<file path="src/rtl/pdp11_psw_pkg.sv">
// Shared PSW definitions: field bit positions, processor mode encodings
// and the trace-trap state type used by psw_state and psw_trace_fsm.
package pdp11_psw_pkg;

    // Field positions inside the 16-bit PSW
    localparam int CUR_MODE_HI  = 15;
    localparam int CUR_MODE_LO  = 14;
    localparam int PREV_MODE_HI = 13;
    localparam int PREV_MODE_LO = 12;
    localparam int PRI_HI       = 7;
    localparam int PRI_LO       = 5;
    localparam int TBIT         = 4;
    localparam int NBIT         = 3;
    localparam int ZBIT         = 2;
    localparam int VBIT         = 1;
    localparam int CBIT         = 0;

    // Processor mode encodings held in the mode fields
    localparam logic [1:0] KERNEL = 2'b00;
    localparam logic [1:0] SUPER  = 2'b01;
    localparam logic [1:0] USER   = 2'b11;

    // Trace-trap sequencing states
    typedef enum logic [1:0] {
        IDLE,
        ARMED,
        PEND
    } trace_state_e;

endpackage

</file>
<file path="src/rtl/psw_trace_fsm.sv">
// T-bit trace-trap state machine. Arms at instruction start when T is set
// (unless an RTT has asked to skip one instruction), goes pending at
// instruction end and holds trace_req until the trap sequencer accepts it.
module psw_trace_fsm
    import pdp11_psw_pkg::*;
(
    input  logic clk,
    input  logic reset,
    input  logic i_tbit,
    input  logic i_insn_start,
    input  logic i_insn_done,
    input  logic i_trace_ack,
    input  logic i_trap_load,
    input  logic i_rtt_load,
    output logic o_trace_req
);

    trace_state_e r_state;
    trace_state_e w_next;
    logic         r_rtt_inhibit;
    logic         r_trace_req;

    // State register; reset returns to IDLE from any state
    always_ff @(posedge clk) begin
        if (!reset) begin
            r_state <= IDLE;
        end else begin
            r_state <= w_next;
        end
    end

    // Next-state logic; an instruction start while pending is ignored
    always_comb begin
        w_next = r_state;
        case (r_state)
            IDLE: begin
                if (i_insn_start && i_tbit && !r_rtt_inhibit) begin
                    w_next = ARMED;
                end
            end
            ARMED: begin
                if (i_trap_load) begin
                    w_next = IDLE;
                end else if (i_insn_done) begin
                    w_next = PEND;
                end
            end
            PEND: begin
                if (i_trace_ack) begin
                    w_next = IDLE;
                end
            end
            default: begin
                w_next = IDLE;
            end
        endcase
    end

    // RTT inhibit: a set wins over a clear so it covers the following start
    always_ff @(posedge clk) begin
        if (!reset) begin
            r_rtt_inhibit <= 1'b0;
        end else if (i_rtt_load) begin
            r_rtt_inhibit <= 1'b1;
        end else if (i_insn_start) begin
            r_rtt_inhibit <= 1'b0;
        end
    end

    // Registered trace request, high whenever the machine sits in PEND
    always_ff @(posedge clk) begin
        if (!reset) begin
            r_trace_req <= 1'b0;
        end else begin
            r_trace_req <= (w_next == PEND);
        end
    end

    assign o_trace_req = r_trace_req;

endmodule

</file>
<file path="src/rtl/psw_state.sv">
// Architectural Processor Status Word holder and sole writer of the PSW.
// Selects one update source per cycle (trap > RTI/RTT > IO write > SPL > CC)
// and hosts the trace-trap state machine.
// Optional build macro MODE_PROTECT_EN: in non-kernel mode, RTI cannot
// lower the mode or change priority, and IO-page writes are ignored.
module psw_state
    import pdp11_psw_pkg::*;
#(
    parameter logic [15:0] RESET_PSW = 16'o000000,
    parameter logic [15:0] RSVD_MASK = 16'o003400
)
(
    input  logic        clk,
    input  logic        reset,
    input  logic        io_wr,
    input  logic        io_addr0,
    input  logic        io_byte_op,
    input  logic [15:0] io_data,
    input  logic        cc_load,
    input  logic [3:0]  cc_mask,
    input  logic [3:0]  cc_in,
    input  logic        rti_load,
    input  logic        rtt,
    input  logic [15:0] rti_data,
    input  logic        trap_load,
    input  logic [15:0] trap_data,
    input  logic        spl_load,
    input  logic [2:0]  spl_level,
    input  logic        insn_start,
    input  logic        insn_done,
    input  logic        trace_ack,
    output logic [15:0] psw,
    output logic        trace_req
);

    localparam logic [15:0] KEEP_MASK = ~RSVD_MASK;

    logic [15:0] r_psw;
    logic [15:0] w_psw_next;
    logic [15:0] w_trap_psw;
    logic [15:0] w_rti_psw;
    logic [15:0] w_io_psw;
    logic [15:0] w_spl_psw;
    logic [15:0] w_cc_psw;
    logic        w_kernel;
    logic        w_rtt_load;

    assign w_kernel = (r_psw[CUR_MODE_HI:CUR_MODE_LO] == KERNEL);

    // Candidate PSW values, one per update source
    always_comb begin
        w_trap_psw = trap_data;
        w_trap_psw[PREV_MODE_HI:PREV_MODE_LO] = r_psw[CUR_MODE_HI:CUR_MODE_LO];
        w_trap_psw = w_trap_psw & KEEP_MASK;

        w_rti_psw = rti_data & KEEP_MASK;
`ifdef MODE_PROTECT_EN
        if (!w_kernel) begin
            w_rti_psw = r_psw & KEEP_MASK;
            w_rti_psw[15:12] = r_psw[15:12] | rti_data[15:12];
            w_rti_psw[4:0] = rti_data[4:0];
        end
`endif

        if (!io_byte_op) begin
            w_io_psw = io_data;
            w_io_psw[TBIT] = r_psw[TBIT];
        end else if (!io_addr0) begin
            w_io_psw = {r_psw[15:8], io_data[7:0]};
            w_io_psw[TBIT] = r_psw[TBIT];
        end else begin
            w_io_psw = {io_data[15:8], r_psw[7:0]};
        end
        w_io_psw = w_io_psw & KEEP_MASK;

        w_spl_psw = r_psw;
        w_spl_psw[PRI_HI:PRI_LO] = spl_level;

        w_cc_psw = r_psw;
        w_cc_psw[NBIT:CBIT] = (r_psw[NBIT:CBIT] & ~cc_mask) | (cc_in & cc_mask);
    end

    // Priority select; the winning source may still decline to change the PSW
    always_comb begin
        w_psw_next = r_psw;
        if (trap_load) begin
            w_psw_next = w_trap_psw;
        end else if (rti_load) begin
            w_psw_next = w_rti_psw;
        end else if (io_wr) begin
`ifdef MODE_PROTECT_EN
            if (w_kernel) begin
                w_psw_next = w_io_psw;
            end
`else
            w_psw_next = w_io_psw;
`endif
        end else if (spl_load) begin
            if (w_kernel) begin
                w_psw_next = w_spl_psw;
            end
        end else if (cc_load) begin
            w_psw_next = w_cc_psw;
        end
    end

    // PSW register
    always_ff @(posedge clk) begin
        if (!reset) begin
            r_psw <= RESET_PSW & KEEP_MASK;
        end else begin
            r_psw <= w_psw_next;
        end
    end

    // An RTT only counts when its load actually wins the cycle
    assign w_rtt_load = rti_load && rtt && !trap_load;

    psw_trace_fsm u_trace (
        .clk          (clk),
        .reset        (reset),
        .i_tbit       (r_psw[TBIT]),
        .i_insn_start (insn_start),
        .i_insn_done  (insn_done),
        .i_trace_ack  (trace_ack),
        .i_trap_load  (trap_load),
        .i_rtt_load   (w_rtt_load),
        .o_trace_req  (trace_req)
    );

    assign psw = r_psw;

endmodule
</file>
<file path="config.mk">
export PLATFORM = sky130hd
export DESIGN_NAME = psw_state
export DESIGN_NICKNAME = d
export VERILOG_FILES = /design/src/rtl/pdp11_psw_pkg.sv /design/src/rtl/psw_trace_fsm.sv /design/src/rtl/psw_state.sv
export SDC_FILE = /design/constraint.sdc
export NUM_CORES = 1
export LEC_CHECK = 0
export ABC_CLOCK_PERIOD_IN_PS = 2000
export CORE_MARGIN = 5
export CORE_UTILIZATION = 31
export CTS_CLUSTER_DIAMETER = 100
export CTS_CLUSTER_SIZE = 20
export DETAILED_ROUTE_END_ITERATION = 10
export PLACE_DENSITY_LB_ADDON = 0.12
export RECOVER_POWER = 100
export SKIP_CTS_REPAIR_TIMING = 1
export SLEW_MARGIN = 20
export SYNTH_ARGS = -nofsm -noshare
export SYNTH_HDL_FRONTEND = slang
export SYNTH_HIERARCHICAL = 1
export SYNTH_SLANG_ARGS = --single-unit
</file>
<file path="constraint.sdc">
create_clock -name clk -period 2 [get_ports clk]
set_clock_uncertainty 0.2 [all_clocks]
set_input_delay 0.4 -clock clk [delete_from_list [all_inputs] [get_ports clk]]
set_output_delay 0.4 -clock clk [all_outputs]
set_load 0.01 [all_outputs]
</file>
==> reports/metrics.yaml <==
status: "completed"
crit_buf_inv: 1
rr_worst_depth: 4
place_ws_ps: -52.5
core_sq_um: 3080
die_x_um: 66.7
cap_violations: 0
synth_compound_area_frac: 0.369
drv_slew: 0
fmaxAchievable_mhz: 525
placed_area_sq_um: 1870
synth_ff_type: "dfxtp_1"
synth_xor_area_frac: 0
startpoint: "psw[15]"
gp_congestion: 0.816
synth.distinct_cells: 31
fin_crit_sh: 0.952
route.detailed.vias_per_inst: 5.04
rr_endpoint: "psw[7]"
setup.worst_path.end_class: "primary output"
crit_family: "buffers and inverters"
cp.depth: 1
detailedRoute.firstPassIterationCount: 3
synth_cells: 112
ir_drop_mv: 0.417
endpoint: "psw[15]"
dp_cells: 242
ys_ff_latch: 17
critPathMaxFanout: 4
cts_tree: "done"
ys_seq_area_frac: 0.342
rows: 20
postLayoutCellArea_sq_um: 1890
r2r_slack_ps: 660
antenna_found_initial: 0
dpl.hpwl_um: 3100
fp.dieH_um: 66.7
fin_hold_ws_ps: 282
drive_gt1_frac: 0.139
synth_edf_count: 0
root_buffer: "clkbuf_4"
syn_area_sq_um: 996
r2r_start: "psw[14]"
startpoint_type: "register"
fillCellCount: 289
cpPeakStageDelay_ps: 630
required_ps: 1400
area_growth_pct: 89.8
diodes: 0
synth_top_family_by_area: "compound AO/OA/AOI/OAI gates"
wl_um: 3730
drtIter0Drc: 48
ctsLongestPathBuffers: 2
hold_class: "register to register"
clock_latency_ps: 290
grt_max_degree: 10
grt_usage: 0.170
yosysWarnings: 6
finalNonFillerCells: 246
crit_chain: "dlygate4sd3_1"
fp.dieArea_sq_um: 4450
routedWlPerCell_um: 15.1
fin_nets: 275
synth_fa_ha_area_frac: 0
initial_core_util: 0.324
synth_mux_area_frac: 0.0553
grt_pass1_vias: 1342
drc: 0
power_per_cell_area_nw_per_um2: 461
slowest_stage: "dlygate4sd3_1"
synthSimpleGateAreaFrac: 0.166
p_leak_nw: 0.747
io_pins: 89
htree_levels: 1
dr_total_vias: 1240
overflow: 0
finalHoldViolCount: 0
period_needed_ps: 1900
arrival_ps: 1300
avgSynthCellArea_sq_um: 8.89
numCtsBuffers: 3
path_class: "register to primary output"
ys_async_sr_fraction: 0
setup_violations: 0
cts.sinks: 17
clk_pin_slew_ps: 100
place.port_buffers: 73
rsz0062_at_grt: "false"
grt_pass1_wl_um: 5840
ant_nets: 0
setup_slack_ps: 95.8
synth_stat cells (all sizes together), types with 2 or more instances:
library cell / instances / area share
dfxtp: 17 / 0.34
nand2: 11 / 0.044
o21ai: 10 / 0.050
o21a: 8 / 0.060
a221oi: 7 / 0.062
o22ai: 7 / 0.044
o32ai: 7 / 0.062
a211oi: 5 / 0.038
buf: 5 / 0.045
nand3: 5 / 0.025
mux2: 4 / 0.045
nor2b: 4 / 0.025
inv: 3 / 0.011
nor2: 3 / 0.011
a211o: 2 / 0.028
clkbuf: 2 / 0.0075
how the worst min path moves through the flow:
stage	startpoint	to	slack, ps	cells after the start
finish	psw[6]	psw[6]	280	2
global placement	psw[6]	psw[6]	260	2
floorplan	u_trace/r_state[1]	u_trace/r_state[0]	270	2
detailed placement	psw[5]	psw[5]	270	2
global route	psw[6]	psw[6]	310	2
CTS	psw[5]	psw[5]	290	2
flip-flops by register name, summed over array words and instances (netlist names):
signal	count
u_trace/r_rtt_inhibit	1
psw	13
u_trace/r_state	2
u_trace/o_trace_req	1
logic make-up after synthesis:
logic type / Yosys count
flops: 17
compound gates: 49
buf+inv: 10
other cells: 1
simple gates: 30
mux: 5
routing by layer:
layer / GRT usage / wire length [um] / vias to the layer above
li1: - / - / 612
met5: 0 / 0 / -
met1: 0.170 / 1450 / 580
met4: 0.0431 / 60 / 0
met2: 0.334 / 1970 / 42
met3: 0.0523 / 246 / 6
cell type report:
cell class | instances | area (sq um) | share of cell area
Inverter | 3 | 11.3 | 0.00596
Timing Repair Buffer | 91 | 858 | 0.454
Clock buffer | 4 | 26.3 | 0.0139
Sequential cell | 17 | 340 | 0.180
Multi-Input combinational cell | 87 | 599 | 0.317
Tap cell | 44 | 55.1 | 0.0291
placed cells by master (no fill, tap or decap), drive strengths merged:
cell type      instances
or4bb                  1
o32ai                  7
o22ai                  7
a21boi                 1
nand2                 11
or3b                   1
o21a                   8
conb                   3
dlygate4sd3           14
a211oi                 5
o211a                  1
and4bb                 1
a221oi                 7
nor2                   3
nor2b                  4
clkdlybuf4s50         59
o21ai                 10
inv                    3
clkbuf                 6
buf                   16
nand2b                 1
a21oi                  1
dfxtp                 17
or2                    1
mux2i                  1
a211o                  2
nand3                  5
and3                   1
mux2                   4
nor3b                  1
stage by stage:
stage / power, mW / utilization / TNS (ps)
final: 0.872 / 0.614 / 0
after global routing: 0.916 / 0.614 / 0
after CTS: 0.895 / 0.617 / 0
after detailed placement: 0.706 / 0.608 / -172
after global placement: 0.699 / 0.608 / -16.4
after floorplan: 0.496 / - / 0
power by group:
group          total (mW)  switching [mW]  internal (mW)
Clock               0.184           0.106         0.0775
Sequential          0.378          0.0150          0.363
Combinational       0.310           0.111          0.199
Power figures use the tool's default switching activity.
